===== src/rtl/bus_interface_unit.sv =====
// External-memory bus interface: single read/write transfers from the core,
// with fixed wait states, external ready handshake and bus-timeout error.
module bus_interface_unit #(
  parameter int DATA_WIDTH  = 8,
  parameter int ADDR_WIDTH  = 16,
  parameter int WAIT_STATES = 0,
  parameter int TIMEOUT     = 255
) (
  input  logic                  clk,
  input  logic                  rst,
  input  logic                  req,
  input  logic                  we,
  input  logic [ADDR_WIDTH-1:0] addr,
  input  logic [DATA_WIDTH-1:0] wdata,
  output logic                  busy,
  output logic                  ack,
  output logic                  err,
  output logic [DATA_WIDTH-1:0] rdata,
  output logic [ADDR_WIDTH-1:0] ab,
  output logic                  rw,
  output logic [DATA_WIDTH-1:0] dbo,
  output logic                  dboe,
  input  logic [DATA_WIDTH-1:0] dbi,
  input  logic                  rdy
);

  typedef enum logic [1:0] {
    IDLE = 2'd0,
    ADDR = 2'd1,
    WAIT = 2'd2,
    DONE = 2'd3
  } state_t;

  localparam int          TW     = (TIMEOUT > 1) ? $clog2(TIMEOUT) : 1;
  localparam logic        TO_EN  = (TIMEOUT != 0);
  localparam logic [TW-1:0] TLIM = TW'((TIMEOUT > 0) ? TIMEOUT - 1 : 0);
  localparam logic [7:0]  WLOAD  = 8'(WAIT_STATES);

  state_t                state_q;
  logic [ADDR_WIDTH-1:0] ab_q;
  logic [DATA_WIDTH-1:0] dbo_q;
  logic [DATA_WIDTH-1:0] rdata_q;
  logic                  rw_q;
  logic                  dboe_q;
  logic                  busy_q;
  logic                  ack_q;
  logic                  err_q;
  logic [7:0]            wcnt_q;
  logic [TW-1:0]         tcnt_q;

  always_ff @(posedge clk or negedge rst) begin
    if (!rst) begin
      state_q <= IDLE;
      ab_q    <= '0;
      dbo_q   <= '0;
      rdata_q <= '0;
      rw_q    <= 1'b0;
      dboe_q  <= 1'b0;
      busy_q  <= 1'b0;
      ack_q   <= 1'b0;
      err_q   <= 1'b0;
      wcnt_q  <= '0;
      tcnt_q  <= '0;
    end else begin
      ack_q <= 1'b0;
      err_q <= 1'b0;
      case (state_q)
        IDLE, DONE: begin
          // Bus direction is set on the accept edge so it is valid throughout ADDR.
          if (req) begin
            ab_q    <= addr;
            dbo_q   <= wdata;
            rw_q    <= we;
            dboe_q  <= we;
            busy_q  <= 1'b1;
            state_q <= ADDR;
          end else begin
            state_q <= IDLE;
          end
        end
        ADDR: begin
          wcnt_q  <= WLOAD;
          tcnt_q  <= '0;
          state_q <= WAIT;
        end
        WAIT: begin
          if (wcnt_q != 8'd0) begin
            wcnt_q <= wcnt_q - 8'd1;
          end else if (rdy) begin
            if (!rw_q) rdata_q <= dbi;
            rw_q    <= 1'b0;
            dboe_q  <= 1'b0;
            busy_q  <= 1'b0;
            ack_q   <= 1'b1;
            state_q <= DONE;
          end else if (TO_EN && tcnt_q == TLIM) begin
            // tcnt_q counts earlier low samples, so this one is the TIMEOUT-th.
            rw_q    <= 1'b0;
            dboe_q  <= 1'b0;
            busy_q  <= 1'b0;
            ack_q   <= 1'b1;
            err_q   <= 1'b1;
            state_q <= DONE;
          end else if (tcnt_q != '1) begin
            tcnt_q <= tcnt_q + TW'(1);
          end
        end
        default: state_q <= IDLE;
      endcase
    end
  end

  assign busy  = busy_q;
  assign ack   = ack_q;
  assign err   = err_q;
  assign rdata = rdata_q;
  assign ab    = ab_q;
  assign rw    = rw_q;
  assign dbo   = dbo_q;
  assign dboe  = dboe_q;

endmodule


===== config.mk =====
export PLATFORM = sky130hd
export DESIGN_NAME = bus_interface_unit
export DESIGN_NICKNAME = d
export VERILOG_FILES = /design/src/rtl/bus_interface_unit.sv
export SDC_FILE = /design/constraint.sdc
export NUM_CORES = 1
export LEC_CHECK = 0
export CAP_MARGIN = 40
export CORE_MARGIN = 4
export CORE_UTILIZATION = 45
export DETAILED_ROUTE_END_ITERATION = 10
export PLACE_DENSITY = 0.76
export SLEW_MARGIN = 5
export SYNTH_ARGS = -nofsm -noshare
export SYNTH_HDL_FRONTEND = slang
export SYNTH_SLANG_ARGS = --single-unit

===== constraint.sdc =====
create_clock -name clk -period 3.9 [get_ports clk]
set_input_delay 0.78 -clock clk [delete_from_list [all_inputs] [get_ports clk]]
set_output_delay 0.78 -clock clk [all_outputs]
set_load 0.02 [all_outputs]

# Yosys cells after proc, flatten, opt, wreduce, memory -nomap -nowiden
# Index checks and enable logic that the tools add are counted.
[word_totals] inputBits=37 output_inout_bits=37 elab_cells=63 regBits=54
[classes] n_addsub=2 reduce_logical=11 bitwise=2 n_mux=26 eq_ne=12
[ops] operator="2-to-1 mux 8 bit" count=5
[ops] operator="case mux 8 bit (2 select lines)" count=2
[ops] operator="2-to-1 mux 1 bit" count=13
[ops] operator="!= test 2 bit (second input constant)" count=6
[ops] operator="adder 8 x 1 -> 8 bit (second input constant)" count=1
[ops] operator="equality test 8 bit (second input constant)" count=1
[ops] operator="!= test 8 bit (second input constant)" count=1
[ops] operator="AND reduction 4 bit" count=2
[ops] operator="nonzero test 8 bit" count=1
[ops] operator="subtractor 8 x 1 -> 8 bit (second input constant)" count=1
[ops] operator="2-to-1 mux 2 bit" count=3
[ops] operator="case mux 2 bit (3 select lines)" count=1
[ops] operator="AND reduction 2 bit" count=3
[ops] operator="AND reduction 5 bit" count=1
[ops] operator="equality test 2 bit (second input constant)" count=2
[ops] operator="case mux 1 bit (2 select lines)" count=2
[ops] operator="nonzero test 2 bit" count=2
[ops] operator="!= test 3 bit (second input constant)" count=1
[ops] operator="equality test 2 x 1 -> 1 bit (second input constant)" count=1
[ops] operator="zero test 2 bit" count=1
[ops] operator="inverter 1 bit" count=2
[ops] operator="OR reduction 2 bit" count=1

# Depth between registers and ports, before layout
# Gate-level depths: netlist (run 1).
[depth] depth_word=6 ltp_mapped=8 ltp_nobuf=6

# Least setup slack after synthesis (run 1)
# Ideal clock, no wire load.
[synth_timing] path_kind="input port to flip-flop" start="in req" end="reg ab_q[0], in the netlist ab[0]" slack_ns=2.014 arrival_time_ns=1.761 setup_time_ns=0.125 path_buffers=2 required_time_ns=3.775 cell_stages=4 path_cell_list="and2_1 -> clkbuf_1 -> buf_2 -> mux2_2"
[synth_via] elab_chain_cells=1
[synth_rtl] item="from (decl)" line="11" rtl="input logic req,"
[synth_rtl] item="AND reduction 2 bit (no source line)"
[synth_rtl] item="to (signal assigned)" line="71" rtl="ab_q <= addr;"
[synth_rtl] item="to (decl)" line="40" rtl="logic [ADDR_WIDTH-1:0] ab_q;"
# No other way between the ends.
# A chain may end at the register's enable or synchronous reset.

# Final worst setup path (run 1)
[layout_timing] start="reg state_q[0]" end="reg tcnt_q[4]"
[layout_via] elab_chain_cells=3 elab_cells_between_ends=9
[layout_rtl] item="from (decl)" line="39" rtl="state_t state_q;"
[layout_rtl] item="from (signal assigned)" line="53" rtl="state_q <= IDLE;"
[layout_rtl] item="from (signal assigned)" line="76" rtl="state_q <= ADDR;"
[layout_rtl] item="from (signal assigned)" line="78" rtl="state_q <= IDLE;"
[layout_rtl] item="equality test 2 bit / equality test 2 x 1 -> 1 bit (equally long branches)" line="67" rtl="case (state_q)"
[layout_rtl] item="!= test 2 bit (no source line) / nonzero test 2 bit (equally long branches)"
[layout_rtl] item="AND reduction 5 bit (no source line)"
[layout_rtl] item="to (signal assigned)" line="105" rtl="tcnt_q <= tcnt_q + TW'(1);"
[layout_rtl] item="to (decl)" line="49" rtl="logic [TW-1:0] tcnt_q;"
# Several ways; a longest one is shown, not always the timed one.

==> flow_metrics.env, run 1 <==
export IMPL_dr_pass1_iters=4
export IMPL_drive_gt1_share_pct=17.0
export IMPL_critPathRequiredTime_ns=4.14
export IMPL_async_flop_share_pct=100
export IMPL_ir_worst_vdd_mv=0.462
export IMPL_cp_end_kind="flop"
export IMPL_wl_per_cell_um=15.9
export IMPL_netlist_top_cells_count="dfrtp_1 (54), mux2_2 (32), nand3_1 (10)"
export IMPL_crit_fanout=37
export IMPL_cellLeakagePower_nw=1.59
export IMPL_grt_pass1_vias=2091
export IMPL_antenna_found_initial=0
export IMPL_pwr_share_seq_pct=35.6
export IMPL_cp_arrival_ns=2.65
export IMPL_grt_ovfl_total=0
export IMPL_synthTopCellsByArea="dfrtp_1 (51%), mux2_2 (14%), ha_1 (2.9%)"
export IMPL_grt_start_max_net_pins=38
export IMPL_dp_cells=353
export IMPL_syn_avg_cell_area_um2=12.2
export IMPL_fin_setup_tns_ns=0
export IMPL_setup_viol=0
export IMPL_n_antenna_cell=0
export IMPL_path_cells="inv_1 > ha_1 > buf_4 > nor4bb_1 > o211ai_1 > or4_1 > nand3_1"
export IMPL_synth_edf_count=0
export IMPL_p_total_mw=2.50
export IMPL_cts_root_buffer="clkbuf_8"
export IMPL_track_usage_pct=16.9
export IMPL_critPathMaxStageDelay_ns=0.62
export IMPL_fmax_ghz=0.414
export IMPL_tightest_slew_ns=0.902
export IMPL_yosysUniqueCellTypes=46
export IMPL_ff2ff_setup_slack_ns=1.48
export IMPL_design_die_area_mm2=0.00713
export IMPL_p_sw_share_pct=37.7
export IMPL_whs_ns=0.343
export IMPL_finalHoldViolations=0
export IMPL_fillCellCount=461
export IMPL_yosysMostFrequentCell="dfrtp_1"
export IMPL_fin_nets=331
export IMPL_post_dp_hpwl_um=4180
export IMPL_layout_worst_path_cycle_share_pct=61.9
export IMPL_clock_skew_ns=0.00979
export IMPL_cts_resized_gates=0
export IMPL_yosys_warnings=0
export IMPL_synth_fp_nets=258
export IMPL_gp_congestion=0.827
export IMPL_dieWidth_um=84.5
export IMPL_drtAntennaViolNets=0
export IMPL_ff2ff_path_depth=7
export IMPL_synth_top_cell_by_area="dfrtp_1"
export IMPL_path_depth=7
export IMPL_worstReg2RegStart="state_q[0]"
export IMPL_pwr_share_comb_pct=51.4
export IMPL_routed_wl_um=5730
export IMPL_critPathTopFamily="simple AND/OR/NAND/NOR gates"
export IMPL_cts_sinks=54
export IMPL_seqCellArea_mm2=0.00135
export IMPL_core_mm2=0.00557
export IMPL_timing_rr_end="tcnt_q[4]"
export IMPL_period_needed_ns=2.42
export IMPL_fin_util_pct=63.2
export IMPL_post_cts_buffers=0
export IMPL_p_switching_uw=943
export IMPL_rsz0062_at_grt="false"
export IMPL_fp_dieH_um=84.5
export IMPL_synth_seq_cells=54
export IMPL_clock_path_buffers=2
export IMPL_drc=0
export IMPL_worstSetupPathType="flop to flop"
export IMPL_max_slew_margin_rel_pct=39.6
export IMPL_multiInputGateArea_mm2=0.00120
export IMPL_clkTransAtPathRegs_ns=0.10
export IMPL_fin_cells=361
export IMPL_synth_top_area_share_pct=51.4
export IMPL_critPathCapture="tcnt_q[4]"
export IMPL_power_density_mw_per_mm2=711
export IMPL_hold_path_class="input pin to async pin"
export IMPL_avgViaCountPerCell=5.42
export IMPL_cp_start_kind="flop"
export IMPL_synth_area_mm2=0.00263
export IMPL_status="completed"
export IMPL_start_util_pct=47.2
export IMPL_critPathLaunch="state_q[0]"
export IMPL_worst_path_buf_inv=2
export IMPL_drtIter0Drc=104
export IMPL_internal_power_mw=1.56
export IMPL_cts_buffers_inserted=5
export IMPL_clockPowerShare_pct=12.9
export IMPL_drv_cap=0
export IMPL_num_rows=27
export IMPL_clock_latency_ns=0.31
export IMPL_tritoncts="yes"
export IMPL_cts_hold_fix_buffers=0
export IMPL_synth_top_flop_cell="dfrtp_1"
export IMPL_crit_slowest_cell="or4_1"
export IMPL_io_pins=74
export IMPL_h_tree_depth=2
export IMPL_drv_slew=0
export IMPL_syn2layout_area_growth_pct=34.0
export IMPL_numPortBuffers=73
export IMPL_vias=1956
export IMPL_synthCells=215
export IMPL_synth_seq_area_share_pct=51.4
export IMPL_grt_pass1_wl_um=9920
## cells by family after synthesis
kind of cell / synth area share (%)
DFF: 51.4
adders and majority gates: 2.85
AOI/OAI and AO/OA: 9.09
and+or+nand+nor: 16.8
muxes: 15.6
buffers and inverters: 2.90
xor gates and xnor gates: 1.33
## final cells by class
| class | count | area share, % |
|---|---|---|
| clock inverter | 2 | 0.462 |
| tap | 72 | 2.56 |
| inverter | 6 | 0.639 |
| multi-input combinational | 144 | 34.1 |
| clock buffer | 6 | 2.06 |
| timing repair buffer | 77 | 21.8 |
| sequential | 54 | 38.4 |
## metal layers
layer / track usage (%) / vias to the layer above / part of all wire, %
met5: 0 / - / 0
met4: 3.45 / 0 / 0.91
met3: 8.15 / 7 / 10
met2: 26.0 / 66 / 44
met1: 22.1 / 944 / 45
li1: - / 939 / -
## placed cells by master (no fill, tap or decap), types with 3 or more instances in the layout
master,instances
clkdlybuf4s50_1,72
xor2_1,3
nor4b_1,3
nor2_1,3
a21oi_1,4
inv_1,6
mux2i_1,5
buf_4,3
clkbuf_8,5
ha_1,6
nand2_1,4
a21o_1,7
mux2_2,32
and3_1,6
dfrtp_1,54
nand2b_1,7
nand3_1,10
o21ai_0,6
nor3_1,5
nor3b_1,4
o211ai_1,3
a211o_1,4
## stage by stage
stage          instance area, µm²  worst slack (ns)
6_report                     3520              1.48
5_1_grt                      3520              1.24
4_1_cts                      3520              1.50
3_5_place_dp                 3430              1.30
3_3_place_gp                 3410              1.37
2_1_floorplan                2630              2.01
## power groups by stage
stage,clock [mW],sequential [mW],combinational [mW]
2_1_floorplan,0,1.11,0.540
3_3_place_gp,0,0.895,1.28
3_5_place_dp,0,0.902,1.30
4_1_cts,0.329,0.895,1.30
5_1_grt,0.350,0.925,1.39
6_report,0.323,0.892,1.29
## worst min path at each step
stage	start	cells past startpoint	endpoint	slack (ns)
6_report	rst	1	wcnt_q[4]	0.34
5_1_grt	rst	1	wcnt_q[4]	0.36
4_1_cts	rst	1	err	0.35
3_5_place_dp	dbo[4]	1	dbo[4]	0.49
3_3_place_gp	rdata[3]	1	rdata[3]	0.49
2_1_floorplan	rst	0	ab[0]	0.48
## state kept, by name, indices dropped and copies added, names as in the netlist
signal   cells
tcnt_q       8
state_q      2
ab          16
err          1
dboe         1
rdata        8
busy         1
ack          1
wcnt_q       8
dbo          8
(Power assumes the default switching activity.)
==> run 2: changes to the inputs <==
clock period = 2.3 ns   (was 3.9 ns; I/O delays follow)
==> run 2 against run 1 <==
Net effect: clock skew decreased by 0.0011 ns; via count is 0.77% lower; total power is 74% higher; maximum frequency is 14% higher; cell area rose by 1.3%; setup slack lost 1.3 ns; wire length is 2.1% higher; clock power is 79% higher; sequential share of layout area shrank 0.51 points; register-to-register slack got worse by 1.3 ns; non-clock buffer count increased by 5; combinational power grew 76%; largest cell class unchanged; highest routed layer unchanged.
==> flow_metrics.env, run 2 (synthesized netlist as in run 1, its figures left out) <==
export IMPL_fin_setup_tns_ns=0
export IMPL_dpl_cell_area_mm2=0.00347
export IMPL_fillCellCount=443
export IMPL_cp_end_kind="flop"
export IMPL_hold_path_class="input pin to async pin"
export IMPL_period_needed_ns=2.11
export IMPL_grt_pass1_vias=2085
export IMPL_max_slew_margin_rel_pct=53.4
export IMPL_cts_root_buffer="clkbuf_8"
export IMPL_whs_ns=0.110
export IMPL_syn2layout_area_growth_pct=35.8
export IMPL_clock_latency_ns=0.31
export IMPL_num_rows=27
export IMPL_numPortBuffers=73
export IMPL_ir_worst_vdd_mv=0.880
export IMPL_fin_cells=366
export IMPL_cts_hold_fix_buffers=0
export IMPL_tightest_slew_ns=0.695
export IMPL_worstSetupPathType="flop to flop"
export IMPL_cp_arrival_ns=2.36
export IMPL_place_ws_ns=0.213
export IMPL_vias=1941
export IMPL_h_tree_depth=2
export IMPL_critPathTopFamily="simple AND/OR/NAND/NOR gates"
export IMPL_crit_fanout=10
export IMPL_drive_gt1_share_pct=18.7
export IMPL_power_density_mw_per_mm2=1220
export IMPL_worst_path_buf_inv=1
export IMPL_finalHoldViolations=0
export IMPL_critPathMaxStageDelay_ns=0.59
export IMPL_wl_per_cell_um=16.0
export IMPL_fmax_ghz=0.474
export IMPL_routed_wl_um=5850
export IMPL_cts_buffers_inserted=5
export IMPL_largest_register_ffs=16
export IMPL_antenna_found_initial=0
export IMPL_mostFrequentLayoutCells="clkdlybuf4s50_1 (72), dfrtp_1 (54), mux2_2 (32)"
export IMPL_gp_congestion=0.908
export IMPL_cts_sinks=54
export IMPL_rsz0062_at_grt="false"
export IMPL_start_util_pct=47.2
export IMPL_track_usage_pct=17.4
export IMPL_status="completed"
export IMPL_drv_slew=0
export IMPL_drtAntennaViolNets=0
export IMPL_final_cell_area_mm2=0.00357
export IMPL_layout_worst_path_cycle_share_pct=91.8
export IMPL_clock_skew_ns=0.00870
export IMPL_setup_viol=0
export IMPL_avgViaCountPerCell=5.30
export IMPL_layout_commonest_cell="clkdlybuf4s50_1"
export IMPL_cp_start_kind="flop"
export IMPL_cts_resized_gates=0
export IMPL_design_die_area_mm2=0.00713
export IMPL_grt_ovfl_total=0
export IMPL_cellLeakagePower_nw=1.61
export IMPL_n_antenna_cell=0
export IMPL_post_cts_buffers=0
export IMPL_drv_cap=0
export IMPL_grt_start_max_net_pins=37
export IMPL_tritoncts="yes"
export IMPL_dp_cells=358
export IMPL_fin_nets=336
export IMPL_dr_pass1_iters=4
export IMPL_drtIter0Drc=68
export IMPL_grt_pass1_wl_um=10100
export IMPL_crit_slowest_cell="or4_1"
export IMPL_drc=0
export IMPL_io_pins=74
export IMPL_core_mm2=0.00557
export IMPL_critPathRequiredTime_ns=2.55
export IMPL_setup_slack_ns=0.188
export IMPL_clock_path_buffers=2
export IMPL_dieWidth_um=84.5
export IMPL_fp_dieH_um=84.5
export IMPL_path_cells="inv_1 > ha_1 > nor4bb_1 > o211ai_1 > or4_1 > nand3_1"
export IMPL_post_dp_hpwl_um=4300
export IMPL_clkTransAtPathRegs_ns=0.10
## run 2: stage by stage
step	utilization (%)	power (mW)
global placement	62.3	3.75
floorplan	-	2.80
global route	64.1	4.63
CTS	64.1	4.39
detailed placement	62.3	3.80
finish	64.1	4.35
## run 2: final timing paths
path / start / to / slack (ns) / cells after the start
min in group clk: rdata[3] / rdata[3] / 0.51 / 1
setup reg to reg: wcnt_q[0] / tcnt_q[4] / 0.19 / 6
max in group asynchronous: rst / ab[4] / 1.56 / 2
setup / recovery: wcnt_q[0] / tcnt_q[4] / 0.19 / 6
hold reg to reg: rdata[3] / rdata[3] / 0.51 / 1
hold / removal: rst / tcnt_q[2] / 0.11 / 1
## run 2: final cells by class
type | instances | area [µm²] | area share (%)
clock buffers | 6 | 82.6 | 2.31
clock inverters | 2 | 16.3 | 0.456
inverters | 6 | 22.5 | 0.631
multi-input cells | 144 | 1200 | 33.7
flip-flops and latches | 54 | 1350 | 37.8
well taps | 72 | 90.1 | 2.52
repair buffers | 82 | 806 | 22.6
## run 2: worst reg2reg max path: stages, from the launching register on
cell and delay (ns):
dfrtp_1 0.41, inv_1 0.13, ha_1 0.17, nor4bb_1 0.31
o211ai_1 0.35, or4_1 0.59, nand3_1 0.09
## run 2: power breakdown
group | total (mW) | switching [mW] | internal, mW | leakage, nW
clock | 0.578 | 0.329 | 0.249 | 0.0478
combinational | 2.27 | 1.09 | 1.18 | 0.893
sequential | 1.50 | 0.197 | 1.30 | 0.673
total | 4.35 | 1.62 | 2.73 | 1.61
## run 2: routing by layer
| metal | global-route usage, % | up-vias | wire length, µm |
|---|---|---|---|
| met3 | 9.72 | 6 | 662 |
| met1 | 22.3 | 927 | 2580 |
| met2 | 25.9 | 58 | 2550 |
| met5 | 0 | - | 0 |
| li1 | - | 950 | - |
| met4 | 3.88 | 0 | 53 |
==> run 3: changes to the inputs <==
CORE_ASPECT_RATIO = 1.4   (was default)
CORE_MARGIN = default   (was 4)
==> run 3 against run 2 <==
Net effect: first-iteration DRC count up 54%; sequential power about the same; total power is 1.0% higher; clock-buffer cell count is 1 lower; critical endpoint unchanged; wire length fell by 0.60%; via count grew 2.7%; cell area rose by 0.60%; combinational power about the same.
==> flow_metrics.env, run 3 (synthesized netlist as in run 1, its figures left out) <==
export IMPL_status="completed"
export IMPL_grt_pass1_vias=2169
export IMPL_clock_skew_ns=0.00264
export IMPL_clockPowerShare_pct=14.5
export IMPL_mostFrequentLayoutCells="clkdlybuf4s50_1 (72), dfrtp_1 (54), mux2_2 (32)"
export IMPL_largest_register_ffs=16
export IMPL_fin_setup_tns_ns=0
export IMPL_h_tree_depth=2
export IMPL_fin_nets=336
export IMPL_fp_dieH_um=92.5
export IMPL_drtIter0Drc=105
export IMPL_worstSetupPathType="flop to flop"
export IMPL_drc=0
export IMPL_worstReg2RegStart="wcnt_q[0]"
export IMPL_post_cts_buffers=0
export IMPL_clock_latency_ns=0.30
export IMPL_tritoncts="yes"
export IMPL_crit_fanout=13
export IMPL_track_usage_pct=20.9
export IMPL_layout_commonest_cell="clkdlybuf4s50_1"
export IMPL_avgViaCountPerCell=5.51
export IMPL_cts_resized_gates=0
export IMPL_clock_path_buffers=2
export IMPL_num_rows=32
export IMPL_design_die_area_mm2=0.00616
export IMPL_vias=1994
export IMPL_grt_start_max_net_pins=37
export IMPL_numPortBuffers=73
export IMPL_drive_gt1_share_pct=18.7
export IMPL_dr_pass1_iters=4
export IMPL_power_density_mw_per_mm2=1220
export IMPL_fin_cells=362
export IMPL_hold_path_class="input pin to async pin"
export IMPL_cts_sinks=54
export IMPL_tightest_slew_ns=0.460
export IMPL_grt_ovfl_total=0
export IMPL_max_slew_margin_rel_pct=69.3
export IMPL_ir_worst_vdd_mv=0.710
export IMPL_ff2ff_path_depth=7
export IMPL_start_util_pct=47.3
export IMPL_p_switching_mw=1.59
export IMPL_core_mm2=0.00557
export IMPL_syn2layout_area_growth_pct=36.6
export IMPL_n_antenna_cell=0
export IMPL_drv_slew=0
export IMPL_clkTransAtPathRegs_ns=0.10
export IMPL_dpl_cell_area_mm2=0.00348
export IMPL_finalHoldViolations=0
export IMPL_ff2ff_setup_slack_ns=0.26
export IMPL_dieWidth_um=66.6
export IMPL_dp_cells=354
export IMPL_cp_start_kind="flop"
export IMPL_p_total_mw=4.39
export IMPL_fin_util_pct=64.5
export IMPL_pwr_share_seq_pct=34.6
export IMPL_final_cell_area_mm2=0.00359
export IMPL_cts_buffers_inserted=5
export IMPL_gp_congestion=0.834
export IMPL_internal_power_mw=2.80
export IMPL_cts_hold_fix_buffers=0
export IMPL_drtAntennaViolNets=0
export IMPL_layout_worst_path_cycle_share_pct=88.5
export IMPL_fmax_ghz=0.491
export IMPL_io_pins=74
export IMPL_drv_cap=0
export IMPL_routed_wl_um=5810
export IMPL_post_dp_hpwl_um=4360
export IMPL_grt_pass1_wl_um=9820
export IMPL_cts_root_buffer="clkbuf_8"
export IMPL_cp_end_kind="flop"
export IMPL_pwr_share_comb_pct=50.9
export IMPL_setup_viol=0
export IMPL_critPathRequiredTime_ns=2.54
export IMPL_period_needed_ns=2.04
export IMPL_wl_per_cell_um=16.0
export IMPL_rsz0062_at_grt="false"
export IMPL_timing_rr_end="tcnt_q[4]"
export IMPL_cellLeakagePower_nw=1.63
export IMPL_p_sw_share_pct=36.3
export IMPL_cp_arrival_ns=2.28
export IMPL_antenna_found_initial=0
==> run 3: cell types whose count changed in the layout (fill, tap and decap cells not counted), sizes merged <==
cell,change
clkinvlp,-1
clkinv,+1
clkbuf,-1
bufinv,+1
==> run 3: worst max path at each step <==
stage	start	to	slack, ns	depth (start not counted)
floorplan	state_q[0]	ab[0]	0.49	6
global placement	rdy	tcnt_q[4]	0.32	5
detailed placement	rdy	tcnt_q[4]	0.26	5
CTS	wcnt_q[1]	tcnt_q[4]	0.27	7
global route	wcnt_q[1]	tcnt_q[4]	0.17	7
finish	wcnt_q[0]	tcnt_q[4]	0.26	7
==> run 3: through the flow <==
stage | hold slack, ns | setup slack (ns)
after floorplan | 0.164 | 0.486
after global placement | 0.441 | 0.316
after detailed placement | 0.441 | 0.265
after CTS | 0.105 | 0.273
after global routing | 0.112 | 0.167
final | 0.0957 | 0.265
==> run 3: worst max-delay path, cell delays in order (launching register included) <==
cell and delay, ns:
dfrtp_1 0.41, inv_1 0.12, ha_1 0.19, nor4bb_1 0.32, o211ai_1 0.14, buf_4 0.20
or4_1 0.50, nand3_1 0.10
==> run 3: layer usage <==
metal | part of all wire (%) | routed length, µm | up-vias | GRT usage, %
met2 | 51 | 2980 | 63 | 36.0
met1 | 40 | 2310 | 975 | 23.4
met3 | 7.6 | 444 | 4 | 7.64
li1 | - | - | 952 | -
met4 | 1.3 | 76 | 0 | 6.38
met5 | 0 | 0 | - | 0
==> run 3: final cells by class <==
cell class / count / area [µm²]
Multi-Input combinational cell: 144 / 1200
Clock buffer: 5 / 68.8
Tap cell: 68 / 85.1
Timing Repair Buffer: 82 / 818
Sequential cell: 54 / 1350
Clock inverter: 3 / 43.8
Inverter: 6 / 22.5
Fill cell: 447 / 1970
==> run 3: power groups by stage <==
stage | Clock, mW | Combinational, mW | Sequential (mW)
2_1_floorplan | 0 | 0.916 | 1.89
3_3_place_gp | 0 | 2.22 | 1.51
3_5_place_dp | 0 | 2.25 | 1.54
4_1_cts | 0.669 | 2.26 | 1.52
5_1_grt | 0.702 | 2.39 | 1.57
6_report | 0.638 | 2.24 | 1.52
